## src/rtl/icache_pkg.sv

```systemverilog
// Shared constants and FSM state type for the direct-mapped instruction cache.
// Imported by the cache top level and its word-select helper.
package icache_pkg;

  localparam int BLOCK_BITS      = 128;
  localparam int WORD_BITS       = 32;
  localparam int OFFSET_BITS     = 4;
  localparam int WORDS_PER_BLOCK = BLOCK_BITS / WORD_BITS;
  localparam int BLOCK_ADDR_BITS = 32 - OFFSET_BITS;

  typedef enum logic [1:0] {
    IDLE      = 2'd0,
    MEM_FETCH = 2'd1,
    UPDATE    = 2'd2
  } state_e;

endpackage

```

## src/rtl/instruction_cache_if.sv

```systemverilog
// CPU fetch port and block-memory read port of the instruction cache.
// The cache uses the slave modport; the CPU/memory side uses master.
interface instruction_cache_if;
  import icache_pkg::*;

  logic                       READ;
  logic [31:0]                ADDRESS;
  logic [WORD_BITS-1:0]       INSTRUCTION;
  logic                       BUSYWAIT;
  logic                       MEM_READ;
  logic [BLOCK_ADDR_BITS-1:0] MEM_BLOCK_ADDRESS;
  logic [BLOCK_BITS-1:0]      MEM_READ_INST;
  logic                       MEM_BUSYWAIT;

  modport master (
    output READ, ADDRESS, MEM_READ_INST, MEM_BUSYWAIT,
    input  INSTRUCTION, BUSYWAIT, MEM_READ, MEM_BLOCK_ADDRESS
  );

  modport slave (
    input  READ, ADDRESS, MEM_READ_INST, MEM_BUSYWAIT,
    output INSTRUCTION, BUSYWAIT, MEM_READ, MEM_BLOCK_ADDRESS
  );

endinterface

```

## src/rtl/icache_word_select.sv

```systemverilog
// Picks one 32-bit instruction out of a 128-bit cache block.
// Word n occupies block bits [32n+31:32n].
module icache_word_select
  import icache_pkg::*;
(
  input  logic [BLOCK_BITS-1:0] block_i,
  input  logic [1:0]            offset_i,
  output logic [WORD_BITS-1:0]  word_o
);

  always_comb begin
    word_o = block_i[WORD_BITS-1:0];
    case (offset_i)
      2'd0:    word_o = block_i[1*WORD_BITS-1:0*WORD_BITS];
      2'd1:    word_o = block_i[2*WORD_BITS-1:1*WORD_BITS];
      2'd2:    word_o = block_i[3*WORD_BITS-1:2*WORD_BITS];
      default: word_o = block_i[4*WORD_BITS-1:3*WORD_BITS];
    endcase
  end

endmodule

```

## src/rtl/instruction_cache.sv

```systemverilog
// Direct-mapped read-only instruction cache: combinational hit path, and a
// three-state miss FSM that fetches a whole block from instruction memory.
module instruction_cache
  import icache_pkg::*;
#(
  parameter int INDEX_BITS = 3,
  parameter int TAG_BITS   = 28 - INDEX_BITS
) (
  input  logic                CLOCK,
  input  logic                RESET,
  instruction_cache_if.slave  bus
);

  localparam int SETS = 1 << INDEX_BITS;

  state_e                     state_q, state_d;
  logic                       fetch_seen_q, fetch_seen_d;
  logic [BLOCK_ADDR_BITS-1:0] blk_q, blk_d;
  logic [SETS-1:0]            valid_q;
  logic [WORD_BITS-1:0]       inst_q;

  logic [TAG_BITS-1:0]        tag_q  [SETS];
  logic [BLOCK_BITS-1:0]      data_q [SETS];

  logic [INDEX_BITS-1:0]      req_idx;
  logic [TAG_BITS-1:0]        req_tag;
  logic [INDEX_BITS-1:0]      fill_idx;
  logic [TAG_BITS-1:0]        fill_tag;
  logic                       hit;
  logic [WORD_BITS-1:0]       hit_word;

  logic                       busy;
  logic                       mem_read;
  logic                       serve;
  logic                       fill_en;
  logic                       unused_addr_bits;

  assign req_idx  = bus.ADDRESS[OFFSET_BITS+INDEX_BITS-1:OFFSET_BITS];
  assign req_tag  = bus.ADDRESS[31:OFFSET_BITS+INDEX_BITS];
  assign fill_idx = blk_q[INDEX_BITS-1:0];
  assign fill_tag = blk_q[BLOCK_ADDR_BITS-1:INDEX_BITS];

  assign unused_addr_bits = ^bus.ADDRESS[1:0];

  assign hit = bus.READ && valid_q[req_idx] && (tag_q[req_idx] == req_tag);

  icache_word_select u_word_select (
    .block_i  (data_q[req_idx]),
    .offset_i (bus.ADDRESS[3:2]),
    .word_o   (hit_word)
  );

  always_comb begin
    state_d      = state_q;
    fetch_seen_d = fetch_seen_q;
    blk_d        = blk_q;
    busy         = 1'b0;
    mem_read     = 1'b0;
    serve        = 1'b0;
    fill_en      = 1'b0;
    case (state_q)
      IDLE: begin
        if (bus.READ && !hit) begin
          busy         = 1'b1;
          state_d      = MEM_FETCH;
          blk_d        = bus.ADDRESS[31:OFFSET_BITS];
          fetch_seen_d = 1'b0;
        end else begin
          serve = hit;
        end
      end
      MEM_FETCH: begin
        busy     = 1'b1;
        mem_read = 1'b1;
        // Memory only raises MEM_BUSYWAIT after seeing MEM_READ, so the first
        // edge in this state must not treat a low MEM_BUSYWAIT as "done".
        if (!fetch_seen_q) begin
          fetch_seen_d = 1'b1;
        end else if (!bus.MEM_BUSYWAIT) begin
          state_d = UPDATE;
        end
      end
      UPDATE: begin
        busy    = 1'b1;
        fill_en = 1'b1;
        state_d = IDLE;
      end
      default: state_d = IDLE;
    endcase
  end

  assign bus.BUSYWAIT          = busy && !RESET;
  assign bus.MEM_READ          = mem_read;
  assign bus.MEM_BLOCK_ADDRESS = blk_q;
  assign bus.INSTRUCTION       = serve ? hit_word : inst_q;

  always_ff @(posedge CLOCK or posedge RESET) begin
    if (RESET) begin
      state_q      <= IDLE;
      fetch_seen_q <= 1'b0;
      blk_q        <= '0;
      valid_q      <= '0;
      inst_q       <= '0;
    end else begin
      state_q      <= state_d;
      fetch_seen_q <= fetch_seen_d;
      blk_q        <= blk_d;
      if (fill_en) valid_q[fill_idx] <= 1'b1;
      if (serve)   inst_q <= hit_word;
    end
  end

  // Tag and data arrays carry no reset; the valid bits alone gate their use.
  always_ff @(posedge CLOCK) begin
    if (fill_en) begin
      tag_q[fill_idx]  <= fill_tag;
      data_q[fill_idx] <= bus.MEM_READ_INST;
    end
  end

endmodule

```

## src/flat_wrapper.sv

```systemverilog
// flat-port wrapper written by rule: the top's interface ports become plain ports
module instruction_cache_flat import icache_pkg::*;
#(
  parameter int INDEX_BITS = 3,
  parameter int TAG_BITS   = 28 - INDEX_BITS
)
  (CLOCK, RESET, bus_READ, bus_ADDRESS, bus_MEM_READ_INST, bus_MEM_BUSYWAIT, bus_INSTRUCTION, bus_BUSYWAIT, bus_MEM_READ, bus_MEM_BLOCK_ADDRESS);
  instruction_cache_if bus_i ();
  input  logic CLOCK;
  input  logic RESET;
  input wire logic [$bits(bus_i.READ)-1:0] bus_READ;
  input wire logic [$bits(bus_i.ADDRESS)-1:0] bus_ADDRESS;
  input wire logic [$bits(bus_i.MEM_READ_INST)-1:0] bus_MEM_READ_INST;
  input wire logic [$bits(bus_i.MEM_BUSYWAIT)-1:0] bus_MEM_BUSYWAIT;
  output wire logic [$bits(bus_i.INSTRUCTION)-1:0] bus_INSTRUCTION;
  output wire logic [$bits(bus_i.BUSYWAIT)-1:0] bus_BUSYWAIT;
  output wire logic [$bits(bus_i.MEM_READ)-1:0] bus_MEM_READ;
  output wire logic [$bits(bus_i.MEM_BLOCK_ADDRESS)-1:0] bus_MEM_BLOCK_ADDRESS;
  assign bus_i.READ = bus_READ;
  assign bus_i.ADDRESS = bus_ADDRESS;
  assign bus_i.MEM_READ_INST = bus_MEM_READ_INST;
  assign bus_i.MEM_BUSYWAIT = bus_MEM_BUSYWAIT;
  assign bus_INSTRUCTION = bus_i.INSTRUCTION;
  assign bus_BUSYWAIT = bus_i.BUSYWAIT;
  assign bus_MEM_READ = bus_i.MEM_READ;
  assign bus_MEM_BLOCK_ADDRESS = bus_i.MEM_BLOCK_ADDRESS;
  instruction_cache #(.INDEX_BITS(INDEX_BITS), .TAG_BITS(TAG_BITS)) u_core (.CLOCK(CLOCK), .RESET(RESET), .bus(bus_i));
endmodule
```

## config.mk

```make
export PLATFORM = sky130hd
export DESIGN_NAME = instruction_cache_flat
export DESIGN_NICKNAME = d
export VERILOG_FILES = /design/src/rtl/icache_pkg.sv /design/src/rtl/instruction_cache_if.sv /design/src/rtl/icache_word_select.sv /design/src/rtl/instruction_cache.sv /design/src/flat_wrapper.sv
export SDC_FILE = /design/constraint.sdc
export NUM_CORES = 1
export LEC_CHECK = 0
export BUFFER_PORTS_ARGS = -buffer_cell sky130_fd_sc_hd__buf_2
export CAP_MARGIN = 30
export CORE_ASPECT_RATIO = 2
export CORE_MARGIN = 5
export CORE_UTILIZATION = 45
export DETAILED_ROUTE_END_ITERATION = 10
export GPL_TIMING_DRIVEN = 0
export SLEW_MARGIN = 20
export SYNTH_ARGS = -nofsm -noshare
export SYNTH_HDL_FRONTEND = slang
export SYNTH_SLANG_ARGS = --single-unit
```

## constraint.sdc

```tcl
create_clock -name CLOCK -period 15.5 [get_ports CLOCK]
set_clock_uncertainty 0.15 [all_clocks]
set_input_delay 1.55 -clock CLOCK [delete_from_list [all_inputs] [get_ports CLOCK]]
set_output_delay 1.55 -clock CLOCK [all_outputs]
set_load 0.01 [all_outputs]
```

==> results of run 1 <==
critical path, stage by stage:
cell      delay, ns
buf_2          0.13
buf_4          0.27
buf_6          0.22
buf_4          0.30
buf_2          0.40
buf_1          0.71
clkbuf_1       0.78
mux4_2         0.42
mux4_2         0.65
mux2_2         0.32
mux2_4         0.29
buf_2          0.15
sequential cells by signal, indices dropped and copies added (netlist names):
signal                        cells
u_core.data_q                  1024
u_core.bus.MEM_BLOCK_ADDRESS     28
u_core.tag_q                    200
u_core.fetch_seen_q               1
u_core.state_q                    2
u_core.valid_q                    8
u_core.inst_q                    32
metal layers:
metal  global-route usage (%)  part of all wire [%]  routed length [microns]  vias to the layer above
met1                     27.5                    38                    47900                    12600
met3                     4.86                   6.5                     8300                      200
met2                     37.6                    53                    66700                      787
li1                         -                     -                        -                     9586
met4                     6.50                   3.0                     3760                       42
met5                        0                  0.21                      264                        -
per-stage QoR:
stage / worst slack, ns / instances / cell area, sq um / power [mW]
3_3_place_gp: -9.75 / 3626 / 52400 / 5.09
3_5_place_dp: 7.50 / 3748 / 54600 / 5.12
5_1_grt: 7.44 / 3955 / 58400 / 8.17
2_1_floorplan: 3.16 / 2015 / 49600 / 4.73
4_1_cts: 7.49 / 3953 / 58300 / 7.99
6_report: 7.54 / 3969 / 58400 / 7.91
Yosys cell counts, types with 5 or more instances:
cell type     n  area share, %
buf_1        23           0.17
buf_2        19           0.19
buf_4         7           0.11
buf_6         6           0.14
clkbuf_1     41           0.31
dfrtp_1      71            3.6
edfxtp_1   1224             74
ha_1          5           0.13
inv_1         7          0.053
mux2_2       63            1.4
mux2_4       29           0.88
mux2i_1      36           0.73
mux4_2      360             16
nand2_1       7          0.053
nand2b_1      8           0.10
nand4_1       5          0.063
nor2_1       16           0.12
nor3_1        6          0.061
or2_2         8           0.10
xnor2_1      16           0.28
cell type report:
cell class / count / share of cell area (%)
flip-flops and latches: 1295 / 66.0
multi-input cells: 616 / 18.2
repair buffers: 341 / 5.39
clock buffers: 130 / 5.00
well taps: 1392 / 2.98
clock inverters: 75 / 1.45
plain buffers: 97 / 0.855
diodes: 16 / 0.0686
inverters: 7 / 0.0493
power groups by stage:
| stage | clock, mW | combinational [mW] | sequential, mW |
|---|---|---|---|
| floorplan | 0 | 0.385 | 4.34 |
| global placement | 0 | 0.686 | 4.40 |
| detailed placement | 0 | 0.775 | 4.34 |
| CTS | 2.95 | 0.778 | 4.26 |
| global route | 3.08 | 0.807 | 4.29 |
| finish | 2.89 | 0.763 | 4.26 |
path summary, 6_finish.rpt:
| path | depth (start not counted) | start | end |
|---|---|---|---|
| hold reg to reg | 1 | u_core.valid_q[7]$_DFFE_PP0P_ | u_core.valid_q[7]$_DFFE_PP0P_ |
| setup reg to reg | 9 | u_core.tag_q[5][21]$_DFFE_PP_ | u_core.bus.MEM_BLOCK_ADDRESS[24]$_DFFE_PP0P_ |
| max in group asynchronous | 3 | RESET | u_core.inst_q[29]$_DFF_PP0_ |
| hold / removal | 1 | u_core.valid_q[7]$_DFFE_PP0P_ | u_core.valid_q[7]$_DFFE_PP0P_ |
| setup / recovery | 12 | bus_ADDRESS[5] | bus_INSTRUCTION[26] |
| min in group asynchronous | 2 | RESET | u_core.bus.MEM_BLOCK_ADDRESS[14]$_DFFE_PP0P_ |
cell usage in the layout, fill, tap and decap left out, drive strengths merged, types with 17 or more instances in the layout:
cell type	n
dfrtp	71
mux2	92
edfxtp	1224
mux2i	36
clkinv	46
bufinv	17
mux4	364
clkbuf	171
buf	397
cell families (layout without fill, tap and decap cells):
kind of cell | count (synthesis) | in the layout | synth area share, %
fa+ha+maj | 5 | 5 | 0.126
flops | 1295 | 1295 | 77.7
buf+inv | 104 | 650 | 1.00
compound gates | 28 | 28 | 0.436
simple gates | 71 | 71 | 0.817
other cells | 0 | 16 | 0
mux | 492 | 492 | 19.6
xor+xnor | 20 | 20 | 0.353
==> impl_metrics.env, run 1 <==
export IMPL_result_of_the_run="completed"
export IMPL_clockPowerShare_pct=36.5
export IMPL_netlist_area_before_placement_sq_um=49600
export IMPL_crit_path_end_kind="output port"
export IMPL_detailedRoute_firstPassIterationCount=7
export IMPL_power_sequential_fraction_pct=53.9
export IMPL_final_setup_viol_count=0
export IMPL_detailed_place_hpwl_mm=90.4
export IMPL_postSynth_topFlopCell="edfxtp_1"
export IMPL_core_sq_um=110000
export IMPL_post_route_util_pct=53.2
export IMPL_category_of_the_worst_setup_path_launch_point="primary input"
export IMPL_headroom_to_the_max_slew_limit_pct=34.2
export IMPL_wl_per_cell_microns=32.0
export IMPL_path_clk_slew_ns=0.07
export IMPL_row_count=172
export IMPL_cts_path_max_buffers=3
export IMPL_gpl_final_weighted_congestion=0.871
export IMPL_insertion_delay_ns=0.71
export IMPL_initialDrtViolationCount=1763
export IMPL_cts_resized=0
export IMPL_regArea_sq_um=38500
export IMPL_grt_first_pass_wirelength_mm=182
export IMPL_power_leakage_nw=19.3
export IMPL_clock_sinks=1295
export IMPL_via_count_of_the_first_global_routing_pass=24700
export IMPL_postCtsSetupBuffers=0
export IMPL_synth_edf_count=1224
export IMPL_final_min_period_over_clock_period_pct=51.3
export IMPL_cap_viol_max_count=0
export IMPL_critical_path_max_fanout=10
export IMPL_die_h_microns=480
export IMPL_number_of_buffers_inserted_during_clock_tree_synthesis=109
export IMPL_net_switching_power_mw=1.82
export IMPL_yosysSeqAreaShare_pct=77.7
export IMPL_cts_tree="done"
export IMPL_wl_mm=127
export IMPL_p_int_mw=6.10
export IMPL_final_hold_worst_slack_ns=0.320
export IMPL_post_synthesis_register_bit_count=1295
export IMPL_grt_antenna_before_repair=40
export IMPL_drt_vias_per_instance=5.84
export IMPL_min_delay_path_class="register to register"
export IMPL_synthArstFlopShare_pct=5.48
export IMPL_die_area_sq_um=117000
export IMPL_root_buffer="clkbuf_16"
export IMPL_final_nets=2636
export IMPL_groute_usage_overall_pct=21.6
export IMPL_ys_warn_count=0
export IMPL_postSynthCellCount=2015
export IMPL_drv_slew=0
export IMPL_combPwrFrac_pct=9.6
export IMPL_post_route_cells_drive_above_1_share_pct=40.9
export IMPL_vdd_ir_drop_max_mv=0.0883
export IMPL_r2r_slack_ns=11.36
export IMPL_multi_input_comb_area_sq_um=10600
export IMPL_power_density_nw_per_um2=136
export IMPL_yosys_cell_types_count=52
export IMPL_count_of_nets_left_with_antenna_violations_after_detail_routing=0
export IMPL_setup_worst_path_class="primary input to output port"
export IMPL_route_vias_total=23200
export IMPL_place_port_buffers=219
export IMPL_cp_arrival_ns=6.26
export IMPL_grt_overflow_total=0
export IMPL_floorplan_die_width_microns=245
export IMPL_n_fill_cell=8359
export IMPL_f_max_mhz=126
export IMPL_clock_tree_htree_level_count=3
export IMPL_finalSetupTns_ns=0
export IMPL_grt_max_degree=41
export IMPL_worst_pin_slew_ns=0.987
export IMPL_min_tclk_post_route_ns=7.96
export IMPL_synth_avg_cell_area_sq_um=24.6
export IMPL_grt_setup_unrepaired="false"
export IMPL_floorplan_io_pins=226
export IMPL_fin_hold_viols=0
export IMPL_initial_utilization_pct=45.2
export IMPL_drt_drc_violations_left=0
export IMPL_area_delta_synth_final_pct=17.7
export IMPL_p_sw_share_pct=23.0
export IMPL_synth_nets=2184
export IMPL_postCtsHoldBufs=0
export IMPL_cp_required_ns=13.80
No activity file was read; power rests on OpenSTA's default activity.
==> run 2: changes to the inputs <==
==> constraint.sdc (replaced) <==
create_clock -name CLOCK -period 7.1 [get_ports CLOCK]
set_clock_uncertainty 0.15 [all_clocks]
set_input_delay 0.71 -clock CLOCK [delete_from_list [all_inputs] [get_ports CLOCK]]
set_output_delay 0.71 -clock CLOCK [all_outputs]
set_load 0.01 [all_outputs]
==> run 2 against run 1 <==
Effect of this change: worst setup slack got worse by 6.6 ns; global-route usage increased by 0.089 points; critical path depth is the same; via count shrank 0.16%; sequential power increased by 120%; combinational power is 120% higher; die area did not move.
==> impl_metrics.env, run 2 (synthesis results as in run 1) <==
export IMPL_floorplan_io_pins=226
export IMPL_via_count_of_the_first_global_routing_pass=24700
export IMPL_min_tclk_post_route_ns=6.11
export IMPL_path_clk_slew_ns=0.07
export IMPL_floorplan_die_width_microns=245
export IMPL_category_of_the_worst_setup_path_launch_point="primary input"
export IMPL_f_max_mhz=164
export IMPL_power_leakage_nw=19.1
export IMPL_final_nets=2626
export IMPL_reg2regPathDepth=9
export IMPL_groute_usage_overall_pct=21.7
export IMPL_cap_viol_max_count=0
export IMPL_crit_path_end_kind="output port"
export IMPL_core_sq_um=110000
export IMPL_final_min_period_over_clock_period_pct=86.0
export IMPL_grt_overflow_total=0
export IMPL_grt_first_pass_wirelength_mm=182
export IMPL_wl_per_cell_microns=32.1
export IMPL_vdd_ir_drop_max_mv=0.199
export IMPL_critical_path_slowest_cell="clkbuf_1"
export IMPL_detailed_place_hpwl_mm=90.4
export IMPL_reg_largest_list="u_core.data_q x1024, u_core.tag_q x200, u_core.inst_q x32"
export IMPL_cts_tree="done"
export IMPL_post_place_instance_area_sq_um=54600
export IMPL_cts_resized=0
export IMPL_count_of_nets_left_with_antenna_violations_after_detail_routing=0
export IMPL_number_of_flip_flops_in_the_largest_register=1024
export IMPL_initial_utilization_pct=45.2
export IMPL_result_of_the_run="completed"
export IMPL_design_area_sq_um=58200
export IMPL_wl_mm=127
export IMPL_row_count=172
export IMPL_power_density_nw_per_um2=289
export IMPL_grt_max_degree=41
export IMPL_place_port_buffers=219
export IMPL_root_buffer="clkbuf_16"
export IMPL_grt_antenna_before_repair=58
export IMPL_area_delta_synth_final_pct=17.3
export IMPL_regArea_sq_um=38500
export IMPL_drt_vias_per_instance=5.84
export IMPL_setup_worst_path_class="primary input to output port"
export IMPL_largest_register="u_core.data_q"
export IMPL_initialDrtViolationCount=2066
export IMPL_route_vias_total=23100
export IMPL_drv_slew=0
export IMPL_cp_arrival_ns=5.25
export IMPL_n_fill_cell=8421
export IMPL_headroom_to_the_max_slew_limit_pct=33.0
export IMPL_critical_path_max_fanout=10
export IMPL_cts_path_max_buffers=3
export IMPL_clock_sinks=1295
export IMPL_clock_tree_htree_level_count=3
export IMPL_final_setup_viol_count=0
export IMPL_slowest_delay_ns=0.74
export IMPL_fin_hold_viols=0
export IMPL_insertion_delay_ns=0.71
export IMPL_timing_critical_path_mode_cell="buf_2"
export IMPL_multi_input_comb_area_sq_um=10600
export IMPL_drt_drc_violations_left=0
export IMPL_number_of_buffers_inserted_during_clock_tree_synthesis=110
export IMPL_commonest_cells_after_routing_fill_and_taps_aside="1224 x edfxtp_1, 360 x mux4_2, 247 x buf_2"
export IMPL_layout_cells_most_common="edfxtp_1"
export IMPL_worst_pin_slew_ns=1.00
export IMPL_die_area_sq_um=117000
export IMPL_die_h_microns=480
export IMPL_cp_required_ns=6.24
export IMPL_post_route_cells_drive_above_1_share_pct=39.8
export IMPL_detailedRoute_firstPassIterationCount=5
export IMPL_grt_setup_unrepaired="false"
export IMPL_critical_path_cell_chain="buf_2 -> buf_4 -> buf_6 -> buf_4 -> buf_2 -> clkbuf_1 -> clkbuf_1 -> mux4_2 -> mux4_2 -> mux2_2 -> mux2_4 -> buf_2"
export IMPL_min_delay_path_depth=2
export IMPL_min_delay_path_class="primary input to register"
export IMPL_power_mw=16.8
export IMPL_gpl_final_weighted_congestion=0.851
run 2: worst paths after layout:
kind,start,end,slack [ns]
min in group asynchronous,RESET,u_core.state_q[0]$_DFFE_PP0P_,0.45
hold / removal,bus_ADDRESS[11],u_core.bus.MEM_BLOCK_ADDRESS[7]$_DFFE_PP0P_,0.1
max in group asynchronous,RESET,u_core.inst_q[16]$_DFF_PP0_,5.72
setup reg to reg,u_core.tag_q[5][21]$_DFFE_PP_,u_core.bus.MEM_BLOCK_ADDRESS[0]$_DFFE_PP0P_,3.11
setup / recovery,bus_ADDRESS[5],bus_INSTRUCTION[9],0.99
hold reg to reg,u_core.valid_q[3]$_DFFE_PP0P_,u_core.valid_q[3]$_DFFE_PP0P_,0.32
run 2: what timing repair did:
item,in CTS,in global routing
hold buffers,1,0
setup buffers,0,0
endpoints found under the hold margin,31,0
run 2: metrics by stage:
| stage | utilization (%) | hold WS, ns | setup TNS [ns] | std cells | worst slack (ns) |
|---|---|---|---|---|---|
| floorplan | - | 0.284 | -773.23 | 2015 | -0.983 |
| global placement | 47.8 | 0.296 | -9466.73 | 3626 | -9.13 |
| detailed placement | 49.8 | 0.299 | 0 | 3736 | 0.914 |
| CTS | 53.0 | 0.0404 | 0 | 3940 | 0.906 |
| global route | 53.0 | 0.0811 | 0 | 3943 | 0.849 |
| finish | 53.0 | 0.0995 | 0 | 3962 | 0.992 |
run 2: power by group:
part	leakage (nW)	internal (mW)	total [mW]	switching, mW
Combinational	5.44	0.741	1.67	0.929
Clock	1.71	3.16	5.85	2.69
Sequential	11.9	9.01	9.32	0.309
run 2: metal layers:
metal	global-route usage [%]	vias to the layer above	wire length, microns
met4	8.08	54	4970
met5	0	-	350
met2	37.8	768	66900
met1	26.2	12500	46400
li1	-	9573	-
met3	5.74	236	8630
run 2: final cells by class:
cell class,count,area share [%]
Multi-Input combinational cell,616,18.3
Inverter,7,0.0495
Clock buffer,154,5.39
Timing Repair Buffer,330,5.53
Buffer,97,0.843
Sequential cell,1295,66.2
Tap cell,1392,2.99
Antenna cell,22,0.0946
Clock inverter,49,0.574
run 2: worst max-delay path, delay by kind of cell:
kind,cells,cell delay (ns)
buffers and inverters,8,2.85
muxes,4,1.65
==> run 3: changes to the inputs <==
--- a/config.mk
+++ b/config.mk
@@ -12,6 +12,7 @@
 export CORE_UTILIZATION = 45
 export DETAILED_ROUTE_END_ITERATION = 10
 export GPL_TIMING_DRIVEN = 0
+export HOLD_SLACK_MARGIN = 0.12
 export SLEW_MARGIN = 20
 export SYNTH_ARGS = -nofsm -noshare
 export SYNTH_HDL_FRONTEND = slang
==> constraint.sdc (replaced) <==
create_clock -name CLOCK -period 7.48 [get_ports CLOCK]
set_clock_uncertainty 0.15 [all_clocks]
set_input_delay 0.748 -clock CLOCK [delete_from_list [all_inputs] [get_ports CLOCK]]
set_output_delay 0.748 -clock CLOCK [all_outputs]
set_load 0.01 [all_outputs]
==> run 3 against run 2 <==
Effect of this change: global-route usage rose by 0.087 points; sequential power fell by 5.2%; design area rose by 2.3%; utilization rose by 1.2 points; critical path depth did not move.
==> impl_metrics.env, run 3 (synthesis results as in run 1) <==
export IMPL_detailedRoute_firstPassIterationCount=5
export IMPL_floorplan_die_width_microns=245
export IMPL_critical_path_cell_chain="buf_2 -> buf_4 -> buf_6 -> buf_4 -> buf_2 -> clkbuf_1 -> clkbuf_1 -> mux4_2 -> mux4_2 -> mux2_2 -> mux2_4 -> buf_2"
export IMPL_hold_path_end="u_core.bus.MEM_BLOCK_ADDRESS[9]$_DFFE_PP0P_"
export IMPL_dp_worst_setup_slack_ns=1.22
export IMPL_path_clk_slew_ns=0.06
export IMPL_reg2regPathDepth=8
export IMPL_drt_drc_violations_left=0
export IMPL_count_of_nets_left_with_antenna_violations_after_detail_routing=0
export IMPL_die_h_microns=480
export IMPL_core_sq_um=110000
export IMPL_worst_r2r_endpoint="u_core.inst_q[21]$_DFF_PP0_"
export IMPL_grt_setup_unrepaired="false"
export IMPL_area_delta_synth_final_pct=20.0
export IMPL_setup_worst_path_class="primary input to output port"
export IMPL_postCtsHoldBufs=137
export IMPL_floorplan_io_pins=226
export IMPL_final_setup_viol_count=0
export IMPL_post_place_instance_area_sq_um=54600
export IMPL_groute_usage_overall_pct=21.8
export IMPL_drt_vias_per_instance=5.75
export IMPL_crit_path_end_kind="output port"
export IMPL_number_of_buffers_inserted_during_clock_tree_synthesis=110
export IMPL_grt_overflow_total=0
export IMPL_grt_max_degree=41
export IMPL_cts_resized=0
export IMPL_largest_register="u_core.data_q"
export IMPL_net_switching_power_mw=3.75
export IMPL_layout_cells_most_common="edfxtp_1"
export IMPL_route_vias_total=23500
export IMPL_critical_path_slowest_cell="clkbuf_1"
export IMPL_timing_critical_path_mode_cell="buf_2"
export IMPL_fin_hold_viols=0
export IMPL_design_area_sq_um=59500
export IMPL_insertion_delay_ns=0.72
export IMPL_reg_largest_list="u_core.data_q x1024, u_core.tag_q x200, u_core.inst_q x32"
export IMPL_wl_per_cell_microns=31.1
export IMPL_clockPowerShare_pct=34.6
export IMPL_min_delay_path_depth=2
export IMPL_clock_sinks=1295
export IMPL_worst_hold_launch="bus_ADDRESS[13]"
export IMPL_f_max_mhz=161
export IMPL_gpl_final_weighted_congestion=0.851
export IMPL_critical_path_max_fanout=10
export IMPL_power_sequential_fraction_pct=55.1
export IMPL_p_int_mw=12.3
export IMPL_cts_path_max_buffers=3
export IMPL_r2r_slack_ns=3.49
export IMPL_final_nets=2762
export IMPL_initial_utilization_pct=45.2
export IMPL_final_setup_worst_slack_ns=1.27
export IMPL_grt_first_pass_wirelength_mm=184
export IMPL_cp_arrival_ns=5.31
export IMPL_cp_required_ns=6.58
export IMPL_via_count_of_the_first_global_routing_pass=25300
export IMPL_finalSetupTns_ns=0
export IMPL_cts_tree="done"
export IMPL_wl_mm=128
export IMPL_drv_slew=0
export IMPL_worst_pin_slew_ns=0.987
export IMPL_detailed_place_hpwl_mm=90.4
export IMPL_place_port_buffers=219
export IMPL_slowest_delay_ns=0.76
export IMPL_power_density_nw_per_um2=270
export IMPL_vdd_ir_drop_max_mv=0.190
export IMPL_post_route_cells_drive_above_1_share_pct=37.7
export IMPL_min_delay_path_class="primary input to register"
export IMPL_power_leakage_nw=19.6
export IMPL_worstReg2RegStart="u_core.tag_q[6][17]$_DFFE_PP_"
export IMPL_power_mw=16.1
export IMPL_commonest_cells_after_routing_fill_and_taps_aside="1224 x edfxtp_1, 360 x mux4_2, 247 x buf_2"
export IMPL_headroom_to_the_max_slew_limit_pct=34.2
export IMPL_initialDrtViolationCount=2074
export IMPL_post_route_util_pct=54.2
export IMPL_final_min_period_over_clock_period_pct=83.0
export IMPL_number_of_flip_flops_in_the_largest_register=1024
export IMPL_row_count=172
export IMPL_combPwrFrac_pct=10.3
export IMPL_root_buffer="clkbuf_16"
export IMPL_postCtsSetupBuffers=0
export IMPL_p_sw_share_pct=23.4
export IMPL_category_of_the_worst_setup_path_launch_point="primary input"
export IMPL_grt_antenna_before_repair=29
export IMPL_result_of_the_run="completed"
export IMPL_die_area_sq_um=117000
export IMPL_cap_viol_max_count=0
export IMPL_min_tclk_post_route_ns=6.21
export IMPL_clock_tree_htree_level_count=3
[run 3: cell count changes in the layout (fill, tap and decap cells not counted), sizes merged]
cell,before,now
dlygate4sd3,1,137
diode,22,21
[run 3: metal layers]
metal / share of wire, % / up-vias / wire length [microns] / GRT usage (%)
met4: 4.0 / 14 / 5090 / 8.17
met5: 0.065 / - / 83 / 0
met1: 37 / 12700 / 47600 / 27.1
met3: 6.2 / 200 / 7930 / 4.32
met2: 52 / 784 / 66900 / 38.1
li1: - / 9848 / - / -
[run 3: metrics by stage]
stage / std cells / hold slack [ns]
after detailed placement: 3736 / 0.299
after global placement: 3626 / 0.296
after CTS: 4076 / 0.120
final: 4097 / 0.171
after floorplan: 2015 / 0.284
after global routing: 4082 / 0.161
[run 3: layout make-up]
cell class | count | area [sq um]
diodes | 21 | 52.6
plain buffers | 97 | 490
clock buffers | 154 | 3130
clock inverters | 49 | 334
fillers | 8356 | 50200
inverters | 7 | 28.8
multi-input cells | 616 | 10600
flip-flops and latches | 1295 | 38500
well taps | 1392 | 1740
repair buffers | 466 | 4580
[run 3: power by group through the flow]
stage	registers, mW	logic, mW	clock network (mW)
after floorplan	8.99	0.799	0
after global routing	8.89	1.75	5.97
after detailed placement	9.00	1.61	0
after CTS	8.84	1.68	5.68
final	8.84	1.65	5.55
after global placement	9.08	1.42	0
[run 3: worst max-delay path: cells and delay by family]
family	cells	cell delay, ns
mux	4	1.64
buf+inv	8	2.87
[run 3: worst max path at each step]
stage	from	endpoint	slack, ns	depth (start not counted)
after floorplan	u_core.state_q[0]$_DFFE_PP0P_	u_core.valid_q[3]$_DFFE_PP0P_	-0.60	5
after global placement	u_core.state_q[0]$_DFFE_PP0P_	u_core.valid_q[6]$_DFFE_PP0P_	-8.75	5
after detailed placement	bus_ADDRESS[5]	bus_INSTRUCTION[9]	1.22	12
after CTS	bus_ADDRESS[5]	bus_INSTRUCTION[9]	1.21	12
after global routing	bus_ADDRESS[5]	bus_INSTRUCTION[9]	1.17	12
final	bus_ADDRESS[5]	bus_INSTRUCTION[8]	1.27	12
